--- src/rtl/vga_timing_rx.sv ---
// vga_timing_rx: recovers pixel coordinates and data-enable from a VGA
// hys/vys/lcd_rgb stream, checks line/frame lengths, declares lock and
// counts timing errors and off-colour active pixels.
//   clk, rst        : pixel clock, synchronous active-high reset
//   hys, vys        : active-low sync pulses (same clock domain)
//   lcd_rgb         : RGB565 pixel data
//   pix_de/x/y/rgb  : recovered active-area pixel, valid while locked
//   frame_start     : one-cycle pulse per recovered frame start
//   locked          : timing lock status
//   err_cnt/mis_cnt : saturating timing-error / pixel-mismatch counters
module vga_timing_rx #(
  parameter int unsigned H_TOTAL     = 800,
  parameter int unsigned H_START     = 144,
  parameter int unsigned H_ACT       = 640,
  parameter int unsigned V_TOTAL     = 525,
  parameter int unsigned V_START     = 35,
  parameter int unsigned V_ACT       = 480,
  parameter int unsigned LOCK_FRAMES = 2,
  parameter logic [15:0] EXP_RGB     = 16'hF800
) (
  input  logic        clk,
  input  logic        rst,
  input  logic        hys,
  input  logic        vys,
  input  logic [15:0] lcd_rgb,
  output logic        pix_de,
  output logic [9:0]  pix_x,
  output logic [9:0]  pix_y,
  output logic [15:0] pix_rgb,
  output logic        frame_start,
  output logic        locked,
  output logic [7:0]  err_cnt,
  output logic [15:0] mis_cnt
);

  localparam int unsigned HW = 11;
  localparam int unsigned VW = 10;
  localparam int unsigned GW = 4;
  localparam logic [HW-1:0] H_MAX = '1;
  localparam logic [VW-1:0] V_MAX = '1;

  typedef enum logic [1:0] {SEARCH, CHECK, LOCKED} state_t;

  state_t          r_state, w_state_nxt;
  logic [GW-1:0]   r_good, w_good_nxt;
  logic            r_bad, w_bad_nxt;
  logic            w_err_inc;

  logic            r_hys1, r_hys2, r_vys1, r_vys2;
  logic [15:0]     r_rgb1;
  logic [HW-1:0]   r_h_pos, w_h_nxt;
  logic [VW-1:0]   r_v_pos, w_v_nxt;
  logic            r_vflag, r_skip_h;

  logic            w_hfall, w_vfall, w_vflag, w_fs;
  logic            w_line_err, w_frame_err, w_err, w_de;

  // Edge detection on the two-stage sync samples
  assign w_hfall = r_hys2 & ~r_hys1;
  assign w_vfall = r_vys2 & ~r_vys1;
  // A vsync fall coinciding with the hsync fall still marks this line as frame start
  assign w_vflag = r_vflag | w_vfall;
  assign w_fs    = w_hfall & w_vflag;

  // Position counters (next values; both the counters and outputs use these)
  always_comb begin
    w_h_nxt = r_h_pos;
    w_v_nxt = r_v_pos;
    if (w_hfall)                w_h_nxt = '0;
    else if (r_h_pos != H_MAX)  w_h_nxt = r_h_pos + HW'(1);
    if (w_hfall) begin
      if (w_vflag)              w_v_nxt = '0;
      else if (r_v_pos != V_MAX) w_v_nxt = r_v_pos + VW'(1);
    end
  end

  // Saturation errors fire only on the step into the saturated value
  assign w_line_err  = (w_hfall & ~r_skip_h & (r_h_pos != HW'(H_TOTAL - 1))) |
                       (~w_hfall & (r_h_pos == H_MAX - HW'(1)));
  assign w_frame_err = w_hfall & ((w_vflag & (r_v_pos != VW'(V_TOTAL - 1))) |
                                  (~w_vflag & (r_v_pos == V_MAX - VW'(1))));
  assign w_err       = w_line_err | w_frame_err;

  // Lock FSM next-state; errors win over a coincident frame start
  always_comb begin
    w_state_nxt = r_state;
    w_good_nxt  = r_good;
    w_bad_nxt   = r_bad;
    w_err_inc   = 1'b0;
    case (r_state)
      SEARCH: begin
        if (w_fs) begin
          w_state_nxt = CHECK;
          w_good_nxt  = '0;
          w_bad_nxt   = 1'b0;
        end
      end
      CHECK: begin
        if (w_err) begin
          w_good_nxt = '0;
          // an error at frame start closes that frame; otherwise taint the current one
          w_bad_nxt  = ~w_fs;
        end else if (w_fs) begin
          w_bad_nxt = 1'b0;
          if (!r_bad) begin
            w_good_nxt = r_good + GW'(1);
            if (r_good + GW'(1) >= GW'(LOCK_FRAMES)) w_state_nxt = LOCKED;
          end
        end
      end
      LOCKED: begin
        if (w_err) begin
          w_state_nxt = SEARCH;
          w_good_nxt  = '0;
          w_err_inc   = 1'b1;
        end
      end
      default: begin
        w_state_nxt = SEARCH;
        w_good_nxt  = '0;
      end
    endcase
  end

  assign w_de = (w_h_nxt >= HW'(H_START)) && (w_h_nxt < HW'(H_START + H_ACT)) &&
                (w_v_nxt >= VW'(V_START)) && (w_v_nxt < VW'(V_START + V_ACT)) &&
                (w_state_nxt == LOCKED);

  // State and output registers
  always_ff @(posedge clk) begin
    if (rst) begin
      r_state     <= SEARCH;
      r_good      <= '0;
      r_bad       <= 1'b0;
      r_hys1      <= 1'b0;
      r_hys2      <= 1'b0;
      r_vys1      <= 1'b0;
      r_vys2      <= 1'b0;
      r_rgb1      <= '0;
      r_h_pos     <= H_MAX;
      r_v_pos     <= '0;
      r_vflag     <= 1'b0;
      r_skip_h    <= 1'b1;
      pix_de      <= 1'b0;
      pix_x       <= '0;
      pix_y       <= '0;
      pix_rgb     <= '0;
      frame_start <= 1'b0;
      locked      <= 1'b0;
      err_cnt     <= '0;
      mis_cnt     <= '0;
    end else begin
      r_state     <= w_state_nxt;
      r_good      <= w_good_nxt;
      r_bad       <= w_bad_nxt;
      r_hys1      <= hys;
      r_hys2      <= r_hys1;
      r_vys1      <= vys;
      r_vys2      <= r_vys1;
      r_rgb1      <= lcd_rgb;
      r_h_pos     <= w_h_nxt;
      r_v_pos     <= w_v_nxt;
      r_vflag     <= w_hfall ? 1'b0 : w_vflag;
      // the first hsync edge after (re)entering SEARCH has no valid previous line
      if (w_state_nxt == SEARCH && r_state != SEARCH) r_skip_h <= 1'b1;
      else if (w_hfall)                               r_skip_h <= 1'b0;
      pix_de      <= w_de;
      pix_rgb     <= w_de ? r_rgb1 : 16'h0000;
      if (w_de) begin
        pix_x <= 10'(w_h_nxt - HW'(H_START));
        pix_y <= 10'(w_v_nxt - VW'(V_START));
      end
      frame_start <= w_fs;
      locked      <= (w_state_nxt == LOCKED);
      if (w_err_inc && err_cnt != 8'hFF) err_cnt <= err_cnt + 8'd1;
      if (w_de && r_rgb1 != EXP_RGB && mis_cnt != 16'hFFFF) mis_cnt <= mis_cnt + 16'd1;
    end
  end

endmodule

--- config.mk ---
export PLATFORM = sky130hd
export DESIGN_NAME = vga_timing_rx
export DESIGN_NICKNAME = d
export VERILOG_FILES = /design/src/rtl/vga_timing_rx.sv
export SDC_FILE = /design/constraint.sdc
export NUM_CORES = 1
export LEC_CHECK = 0
export ABC_CLOCK_PERIOD_IN_PS = 5750
export BUFFER_PORTS_ARGS = -buffer_cell sky130_fd_sc_hd__clkbuf_2
export CORE_MARGIN = 4
export CORE_UTILIZATION = 49
export CTS_CLUSTER_DIAMETER = 200
export DETAILED_ROUTE_END_ITERATION = 16
export PLACE_DENSITY = 0.71
export SYNTH_ARGS = -nofsm -noshare
export SYNTH_HDL_FRONTEND = slang
export SYNTH_SLANG_ARGS = --single-unit
--- constraint.sdc ---
create_clock -name clk -period 5.75 [get_ports clk]
set_input_delay 0.8625 -clock clk [delete_from_list [all_inputs] [get_ports clk]]
set_output_delay 0.8625 -clock clk [all_outputs]
set_load 0.02 [all_outputs]
* Word level (Yosys, flattened, before mapping)
Cells that the tools add are included.
** Word-level totals
- Output and inout port bits :: 63
- Input bits :: 20
- Logic and storage cells :: 107
- Flip-flop bits (word level) :: 113
** Cells by class
- Order comparisons :: 5
- Eq/ne operators :: 16
- Add/subtract/negate cells :: 7
- Reductions and logical operators :: 16
- Bitwise operators :: 20
- Mux-type cells :: 23
** Operators by type and width (number)
- 16-bit inequality test, second input constant :: 2
- 10-bit 2-to-1 mux :: 3
- 11-bit 2-to-1 mux :: 2
- 4-bit 2-to-1 mux :: 5
- 10-bit inequality test, second input constant :: 2
- 16-bit by 1-bit adder with 16-bit output, second input constant :: 1
- 2-bit 2-to-1 mux :: 6
- 4-bit one-hot mux with 3 select lines :: 1
- 11-bit by 1-bit adder with 11-bit output, second input constant :: 1
- 11-bit == test, second input constant :: 1
- 11-bit by 8-bit greater-or-equal comparator with 1-bit output, second input constant :: 1
- 11-bit by 10-bit less-than comparator with 1-bit output, second input constant :: 1
- 11-bit by 10-bit inequality test with 1-bit output, second input constant :: 1
- 11-bit inequality test, second input constant :: 1
- 10-bit by 1-bit adder with 10-bit output, second input constant :: 1
- 10-bit == test, second input constant :: 1
- 10-bit by 6-bit greater-or-equal comparator with 1-bit output, second input constant :: 1
- 10-bit less-than comparator, second input constant :: 1
- 10-bit by 6-bit subtractor with 10-bit output, second input constant :: 1
- 10-bit by 8-bit subtractor with 10-bit output, second input constant :: 1
- 1-bit AND :: 9
- 8-bit by 1-bit adder with 8-bit output, second input constant :: 1
- 1-bit logical AND :: 8
- 8-bit inequality test, second input constant :: 1
- other kinds (15) :: 34

* Logic depth before layout (Yosys ltp)
Gate-level depths: netlist of the first run.
- Depth after elaboration :: 14
- Gate-level depth with buffers :: 18

* Worst setup path after synthesis of the first run
No wires, ideal clock.
- Kind :: reg-to-reg
- Start :: reg r_hys2
- End :: reg pix_x[1]
- Setup time :: 0.128 ns
- Path slack :: 2.641 ns
- Data arrival time :: 2.982 ns
- Stages on the path, launching flop included :: 17
- Cells stage by stage :: dfxtp_1 -> nor2b_1 -> buf_2 -> o21a_1 -> clkbuf_1 -> nor2_1 -> ha_1 -> inv_1 -> a41oi_2 -> or4_4 -> a22o_4 -> nand2b_4 -> buf_8 -> buf_12 -> buf_12 -> mux2i_1 -> nor2_1
** RTL lines
- from (decl) :: line 49 : logic r_hys1, r_hys2, r_vys1, r_vys2;
- from (signal assigned) :: line 157 : r_hys2 <= r_hys1;
- 1-bit AND * :: line 59 : assign w_hfall = r_hys2 & ~r_hys1;
- 10-bit 2-to-1 mux * :: line 71 : if (w_hfall) begin
- named net w_v_nxt[0] :: line 52 : logic [VW-1:0] r_v_pos, w_v_nxt;
- 10-bit by 6-bit greater-or-equal comparator with 1-bit output :: line 126 : (w_v_nxt >= VW'(V_START)) && (w_v_nxt < VW'(V_START + V_ACT)) &&
- 1-bit logical AND :: line 125 : assign w_de = (w_h_nxt >= HW'(H_START)) && (w_h_nxt < HW'(H_START + H_ACT)) &&
- 1-bit logical AND * (2 in series) :: line 126
- to (signal assigned) :: line 170 : pix_x <= 10'(w_h_nxt - HW'(H_START));
- to (decl) :: line 27 : output logic [9:0] pix_x,
Mark *: on every way through the listed nets, which the timed path passes. The rest lies on a longest branch.
A chain may end at the register's enable or synchronous reset.

* Final worst setup path of the first run
- Start :: reg r_h_pos[0]
- End :: reg pix_rgb[0]
** Between the ends
- Longest elaborated chain between the ends :: 10
** Ends and longest elaborated chain
- from (decl) :: line 51 : logic [HW-1:0] r_h_pos, w_h_nxt;
- from (signal assigned) :: line 161 : r_h_pos <= w_h_nxt;
- 11-bit by 1-bit adder with 11-bit output, or another cell as far along :: line 70 : else if (r_h_pos != H_MAX) w_h_nxt = r_h_pos + HW'(1);
- 11-bit 2-to-1 mux, or another cell as far along :: line 70
- 11-bit 2-to-1 mux or 1-bit bitwise OR (tied branches) :: line 69, 78
- 11-bit by 8-bit greater-or-equal comparator with 1-bit output, or another cell as far along :: line 125
- 1-bit logical AND, or another cell as far along :: line 125
- 1-bit logical AND or 2-bit one-hot mux with 3 select lines (tied branches) :: line 125, 90
- 1-bit logical AND or 2-bit == test (tied branches) :: line 126, 127
- 1-bit logical AND * :: line 126
- 1-bit inverter (no source line) *
- 2-bit OR reduction (no source line) *
- to (signal assigned) :: line 168 : pix_rgb <= w_de ? r_rgb1 : 16'h0000;
- to (decl) :: line 29 : output logic [15:0] pix_rgb,
Mark *: on every way between the ends. The rest lies on a longest branch, timed or not.

==> flow_summary.yaml, run 1 <==
synthesis:
  syn_inst: 588
  ys.flop_type: "dfxtp_1"
  synth_nets: 620
  seq_area_frac_synth_pct: 43.2
  yosys-top-cells-count: "113 x dfxtp_1, 60 x nor2_1, 34 x a21oi_1, 31 x nand2_1, 31 x nor2b_1"
  async_flop_share_pct: 0
  synth_area_leaders: "dfxtp_1 43%, nor2_1 4.3%, nor2b_1 3.7%"
  avgSynthCellArea_um2: 8.90
  yosys.area.top_type_share_pct: 43.2
  ys_types: 66
  synth_area_leader_cell: "dfxtp_1"
  synth_edf_count: 0
  synth-seq-cells: 113
  yosysMostFrequentCell: "dfxtp_1"
  synth_area_um2: 5230
  yosysWarningCount: 0
clock_tree:
  clock_path_buffers: 2
  cts_tree: "done"
  numCtsBuffers: 17
  cts_hold_buf: 0
  root_buffer: "clkbuf_8"
  cts.sinks: 113
  insertion_delay_ns: 0.52
  htree_levels: 4
  ctsResizeCount: 0
  clkTransAtPathRegs_ns: 0.06
  post-cts-setup-buffers: 0
global_routing:
  grt_max_degree: 69
  grt_pass1_vias: 4403
  antenna_found_initial: 0
  grt_overflow: 0
  track_usage_pct: 20.2
  grt_first_pass_wirelength_um: 20700
setup_path:
  end_kind: "flip-flop"
  cp.required_ns: 6.16
  r2r_slack_ns: 1.68
  crit_type: "reg2reg"
  critPathCapture: "pix_rgb[0]"
  r2r_cells: 10
  rr_startpoint: "r_h_pos[0]"
  crit_path_start_kind: "flip-flop"
  path_max_fanout: 45
  worstSetupStartpoint: "r_h_pos[0]"
  worstPathArrival_ns: 4.48
  r2r-end: "pix_rgb[0]"
timing:
  rsz0062_at_grt: "no"
  finalCritPeriodShare_pct: 70.9
  fin_tns_setup_ns: 0
  clock.fmax_mhz: 245
  finalMaxSlewViolations: 0
  tightest_slew_ns: 0.852
  skew_ns: 0.00556
  hold_viol: 0
  worst_slack_ns: 1.68
  min_period_ns: 4.07
  relSlewSlack_pct: 43.2
  setup_viol_count_final: 0
  holdWs_ns: 0.447
place:
  pre_cts_ws_ns: 1.68
  io_buffers: 82
  hpwl_um: 8570
  placed_area_um2: 5610
  gp_congestion: 0.894
power:
  vdd_drop_max_mv: 0.303
  leakagePower_nw: 2.62
  p_int_w: 0.00175
  seqPwrFrac_pct: 35.7
  power_switching_share_pct: 29.6
  clkPwrFrac_pct: 44.2
  p_per_area_nw_per_um2: 398
  combPwrFrac_pct: 20.2
  power.total_w: 0.00248
  power_switching_w: 0.000736
final_layout:
  nets: 689
  multi_input_area_um2: 2700
  fillCellCount: 916
  stdcell_area_um2: 6240
  areaGrowthSynthToFinish_pct: 19.3
  drive_above_1_share_pct: 20.6
  n_antenna_cell: 0
  regArea_um2: 2260
worst_hold_path:
  worst_hold_path_type: "reg2reg"
floorplanning:
  rows: 37
  ioPinCount: 83
  fp.dieW_um: 111
  design.die.area_um2: 12400
  start_util_pct: 50.4
  core_area_um2: 10400
  die_h_um: 111
route:
  wire_per_inst_um: 15.1
  drt_iter0_markers: 242
  drcViolationCount: 0
  drtAntennaViolNets: 0
  first_pass_iters: 7
  vias: 4532
  via_per_inst: 5.62
  wl_um: 12200
run:
  cap_violations: 0
run_status:
  outcome: "finished, final reports clean"
-- state kept, by name (all words and copies together), names as in the netlist --
register     cells
r_good           4
r_vys1           1
mis_cnt         16
r_vflag          1
err_cnt          8
frame_start      1
r_vys2           1
pix_y           10
locked           1
pix_x           10
r_state          2
r_v_pos         10
r_rgb1          16
r_hys2           1
r_hys1           1
r_bad            1
r_h_pos         11
r_skip_h         1
pix_de           1
pix_rgb         16
-- logic make-up after synthesis --
| logic type | count (synthesis) | share of synthesized area [%] |
|---|---|---|
| compound gates | 105 | 13.7 |
| buf+inv | 48 | 5.12 |
| simple gates | 274 | 28.5 |
| mux | 16 | 3.16 |
| fa+ha+maj | 12 | 2.87 |
| xor+xnor | 20 | 3.35 |
| flops | 113 | 43.2 |
-- power groups by stage --
stage,Combinational [W],Clock [W],Sequential [W]
floorplan,0.000391,0,0.000882
global placement,0.000484,0,0.000898
detailed placement,0.000483,0,0.000901
CTS,0.000493,0.00111,0.000884
global route,0.000559,0.00115,0.000895
finish,0.000501,0.00110,0.000887
-- per-stage QoR --
stage	utilization (%)	instances
3_3_place_gp	54.1	774
6_report	60.2	806
4_1_cts	60.2	806
5_1_grt	60.2	806
3_5_place_dp	54.1	774
2_1_floorplan	-	588
-- metal layers --
metal,track usage (%),share of wire (%),up-vias
met5,0,0,-
met4,7.70,1.8,0
met3,6.33,6.4,22
met2,32.1,47,149
met1,25.9,45,2123
li1,-,-,2238
-- worst max-delay path: stages (launching register included) --
cell,delay (ns)
dfxtp_1,0.43
ha_1,0.24
and3_1,0.34
nand3_1,0.14
a221oi_1,0.47
a21oi_1,0.08
a311o_1,0.39
o211ai_1,0.66
nand2b_4,0.62
nor2_1,0.32
and2_1,0.26
-- cell type report --
| class | instances | area share [%] |
|---|---|---|
| clock buffers | 20 | 7.14 |
| clock inverters | 12 | 2.91 |
| inverters | 14 | 0.842 |
| multi-input cells | 427 | 43.3 |
| flip-flops and latches | 113 | 36.3 |
| well taps | 136 | 2.73 |
| repair buffers | 84 | 6.82 |
-- placed cells by master, fill, tap and decap left out, types with 8 or more instances in the layout --
cell type and instances:
o211ai_1 9, ha_1 12, mux2i_1 12, and2_1 20, a31oi_1 8, and3_1 11, xnor2_1 14, clkbuf_16 16
o21ai_0 15, clkbuf_2 81, nand2_1 31, nor3_1 30, or3_1 9, nand4_1 16, a21oi_1 34, nor2b_1 31
dfxtp_1 113, inv_1 14, nand3_1 23, nor2_1 60
-- worst min path at each step --
stage,start,endpoint,slack (ns),cells past startpoint
after floorplan,r_rgb1[14],pix_rgb[14],0.42,1
after global placement,r_rgb1[11],pix_rgb[11],0.43,1
after detailed placement,r_rgb1[13],pix_rgb[13],0.44,1
after CTS,r_rgb1[13],pix_rgb[13],0.45,1
after global routing,r_rgb1[2],pix_rgb[2],0.48,1
final,r_rgb1[12],pix_rgb[12],0.45,1
Power figures use the tool's default switching activity.
==> run 2: changes to the inputs <==
--- a/config.mk
+++ b/config.mk
@@ -5,13 +5,14 @@
 export SDC_FILE = /design/constraint.sdc
 export NUM_CORES = 1
 export LEC_CHECK = 0
-export ABC_CLOCK_PERIOD_IN_PS = 5750
+export ABC_AREA = 1
+export ABC_CLOCK_PERIOD_IN_PS = 4110
 export BUFFER_PORTS_ARGS = -buffer_cell sky130_fd_sc_hd__clkbuf_2
 export CORE_MARGIN = 4
 export CORE_UTILIZATION = 49
 export CTS_CLUSTER_DIAMETER = 200
 export DETAILED_ROUTE_END_ITERATION = 16
-export PLACE_DENSITY = 0.71
+export PLACE_DENSITY = 0.7
 export SYNTH_ARGS = -nofsm -noshare
 export SYNTH_HDL_FRONTEND = slang
 export SYNTH_SLANG_ARGS = --single-unit
==> constraint.sdc (replaced) <==
create_clock -name clk -period 4.11 [get_ports clk]
set_input_delay 0.6165 -clock clk [delete_from_list [all_inputs] [get_ports clk]]
set_output_delay 0.6165 -clock clk [all_outputs]
set_load 0.02 [all_outputs]
==> flow_summary.yaml, run 2 <==
run_status:
  outcome: "finished, final reports clean"
final_layout:
  final_common_cell: "nand2_1"
  regArea_um2: 2260
  n_antenna_cell: 0
  utilization_pct: 59.7
  nets: 877
  reg.largest.list: "mis_cnt x16, pix_rgb x16, r_rgb1 x16"
  fillCellCount: 1016
  drive_above_1_share_pct: 17.6
  areaGrowthSynthToFinish_pct: 19.1
  final_cell_mix: "146 x nand2_1, 118 x nor2_1, 113 x dfxtp_1"
  multi_input_area_um2: 2620
clock_tree:
  htree_levels: 4
  root_buffer: "clkbuf_8"
  numCtsBuffers: 17
  post-cts-setup-buffers: 0
  cts_hold_buf: 0
  cts.sinks: 113
  ctsResizeCount: 0
  insertion_delay_ns: 0.52
  cts_tree: "done"
  clock_path_buffers: 2
  clkTransAtPathRegs_ns: 0.06
global_routing:
  track_usage_pct: 20.6
  grt_max_degree: 61
  antenna_found_initial: 0
  grt_first_pass_wirelength_um: 21800
  grt_overflow: 0
  grt_pass1_vias: 4832
floorplanning:
  ioPinCount: 83
  fp.dieW_um: 114
  rows: 38
  design.die.area_um2: 12900
  core_area_um2: 10900
  start_util_pct: 50.1
  die_h_um: 114
synthesis:
  ys_types: 37
  synth_area_leader_cell: "dfxtp_1"
  yosys.area.top_type_share_pct: 41.4
  yosys.area_share.adder_pct: 2.75
  synth_area_um2: 5460
  avgSynthCellArea_um2: 7.12
  yosys-top-cells-count: "146 x nand2_1, 118 x nor2_1, 113 x dfxtp_1, 110 x inv_1, 49 x nand3_1"
  ys.flop_type: "dfxtp_1"
  synth_area_leaders: "dfxtp_1 41%, nand2_1 10%, nor2_1 8.1%"
  synth_top_family_by_area: "simple AND/OR/NAND/NOR gates"
  syn_inst: 767
  synth_edf_count: 0
  seq_area_frac_synth_pct: 41.4
  yosysMostFrequentCell: "nand2_1"
  synth-seq-cells: 113
  synth_compound_area_share_pct: 9.12
  synth-simple-area-share_pct: 32.3
  muxShareOfSynthArea_pct: 0
  yosysWarningCount: 0
  synthXorXnorAreaFrac_pct: 3.69
  synth_nets: 799
  async_flop_share_pct: 0
timing:
  finalCritPeriodShare_pct: 86.5
  rsz0062_at_grt: "no"
  clock.fmax_mhz: 281
  fin_tns_setup_ns: 0
  min_period_ns: 3.55
  relSlewSlack_pct: 30.6
  tightest_slew_ns: 1.03
  skew_ns: 0.0109
  setup_viol_count_final: 0
  finalMaxSlewViolations: 0
  hold_viol: 0
setup_path:
  end_kind: "flip-flop"
  worstPathArrival_ns: 3.99
  crit_path_start_kind: "flip-flop"
  r2r_slack_ns: 0.56
  rr_startpoint: "r_v_pos[0]"
  r2r_cells: 18
  cp.required_ns: 4.55
  path_max_fanout: 31
  r2r-end: "pix_x[2]"
  crit_type: "reg2reg"
route:
  first_pass_iters: 6
  wl_um: 12900
  via_per_inst: 5.11
  drtAntennaViolNets: 0
  drt_iter0_markers: 365
  drcViolationCount: 0
  vias: 5102
  wire_per_inst_um: 12.9
place:
  gp_congestion: 0.902
  io_buffers: 82
  hpwl_um: 9170
worst_hold_path:
  worst_hold_path_type: "in2reg"
  hold-path-endpoint: "r_vys1"
  min_path_cells: 3
  hold_start: "vys"
power:
  p_per_area_nw_per_um2: 506
  leakagePower_nw: 3.15
  vdd_drop_max_mv: 0.374
run:
  cap_violations: 0
## run 2: cell count changes after synthesis, moves of 12 or more
cell / before / now
nand2_1: 31 / 146
inv_1: 14 / 110
nor2_1: 60 / 118
nor2b_1: 31 / 0
nand3_1: 23 / 49
and2_1: 20 / 1
nor3_1: 30 / 12
nand4_1: 16 / 33
a21oi_1: 34 / 48
o21ai_0: 15 / 29
mux2i_1: 12 / 0
## run 2: power by group
group | leakage (nW) | switching [W] | internal (W)
Combinational | 1.95 | 0.000437 | 0.000207
Clock | 0.280 | 0.000525 | 0.000910
Sequential | 0.918 | 0.0000564 | 0.00115
## run 2: through the flow
step	hold WS [ns]	setup slack, ns	std cells	total power, W	instance area, um^2
after global placement	0.421	0.760	966	0.00187	5910
final	0.285	0.555	998	0.00329	6500
after CTS	0.268	0.601	998	0.00331	6500
after global routing	0.270	0.179	998	0.00347	6500
after floorplan	0.408	1.36	767	0.00173	5460
after detailed placement	0.420	0.675	966	0.00187	5910
## run 2: worst max path at each step
stage / cells past startpoint / endpoint / from / slack, ns
after floorplan: 20 / mis_cnt[11] / r_v_pos[0] / 1.36
after global placement: 18 / pix_x[4] / r_v_pos[0] / 0.76
after detailed placement: 18 / pix_y[9] / r_v_pos[0] / 0.68
after CTS: 18 / pix_x[2] / r_v_pos[0] / 0.60
after global routing: 18 / pix_x[2] / r_v_pos[0] / 0.18
final: 18 / pix_x[2] / r_v_pos[0] / 0.56
## run 2: kinds of logic (layout without fill, tap and decap cells)
| logic type | after synthesis | after routing |
|---|---|---|
| AO/OA/AOI/OAI | 88 | 88 |
| XOR/XNOR | 23 | 23 |
| adder cells (fa/ha/maj) | 12 | 12 |
| buffers and inverters | 141 | 232 |
| flip-flops | 113 | 113 |
| AND/OR/NAND/NOR | 390 | 390 |
## run 2: routing by layer
metal / vias to the layer above / wire (um) / global-route usage, %
met2: 140 / 6040 / 33.3
met1: 2337 / 6080 / 26.8
met3: 17 / 638 / 4.88
met5: - / 0 / 0
li1: 2608 / - / -
met4: 0 / 174 / 7.61
## run 2: area by class of cell
class                           instances  share of cell area [%]
Clock buffer                           20                    7.01
Clock inverter                         12                    2.02
Inverter                              116                    6.70
Multi-Input combinational cell        513                    40.2
Sequential cell                       113                    34.8
Tap cell                              140                    2.69
Timing Repair Buffer                   84                    6.54
## run 2: critical path: stages (launching register included)
cell and delay (ns):
dfxtp_1 0.42, ha_1 0.22, inv_1 0.09, nor2_4 0.16, nand3_2 0.22, nand2_1 0.19
xor2_1 0.24, nor2_1 0.09, ha_1 0.24, inv_1 0.07, nand2_2 0.07, nor2_1 0.10
nand2_1 0.05, nand2_1 0.07, nand3_2 0.13, nor2_8 0.42, buf_4 0.33, o21ai_0 0.13
a21oi_1 0.20
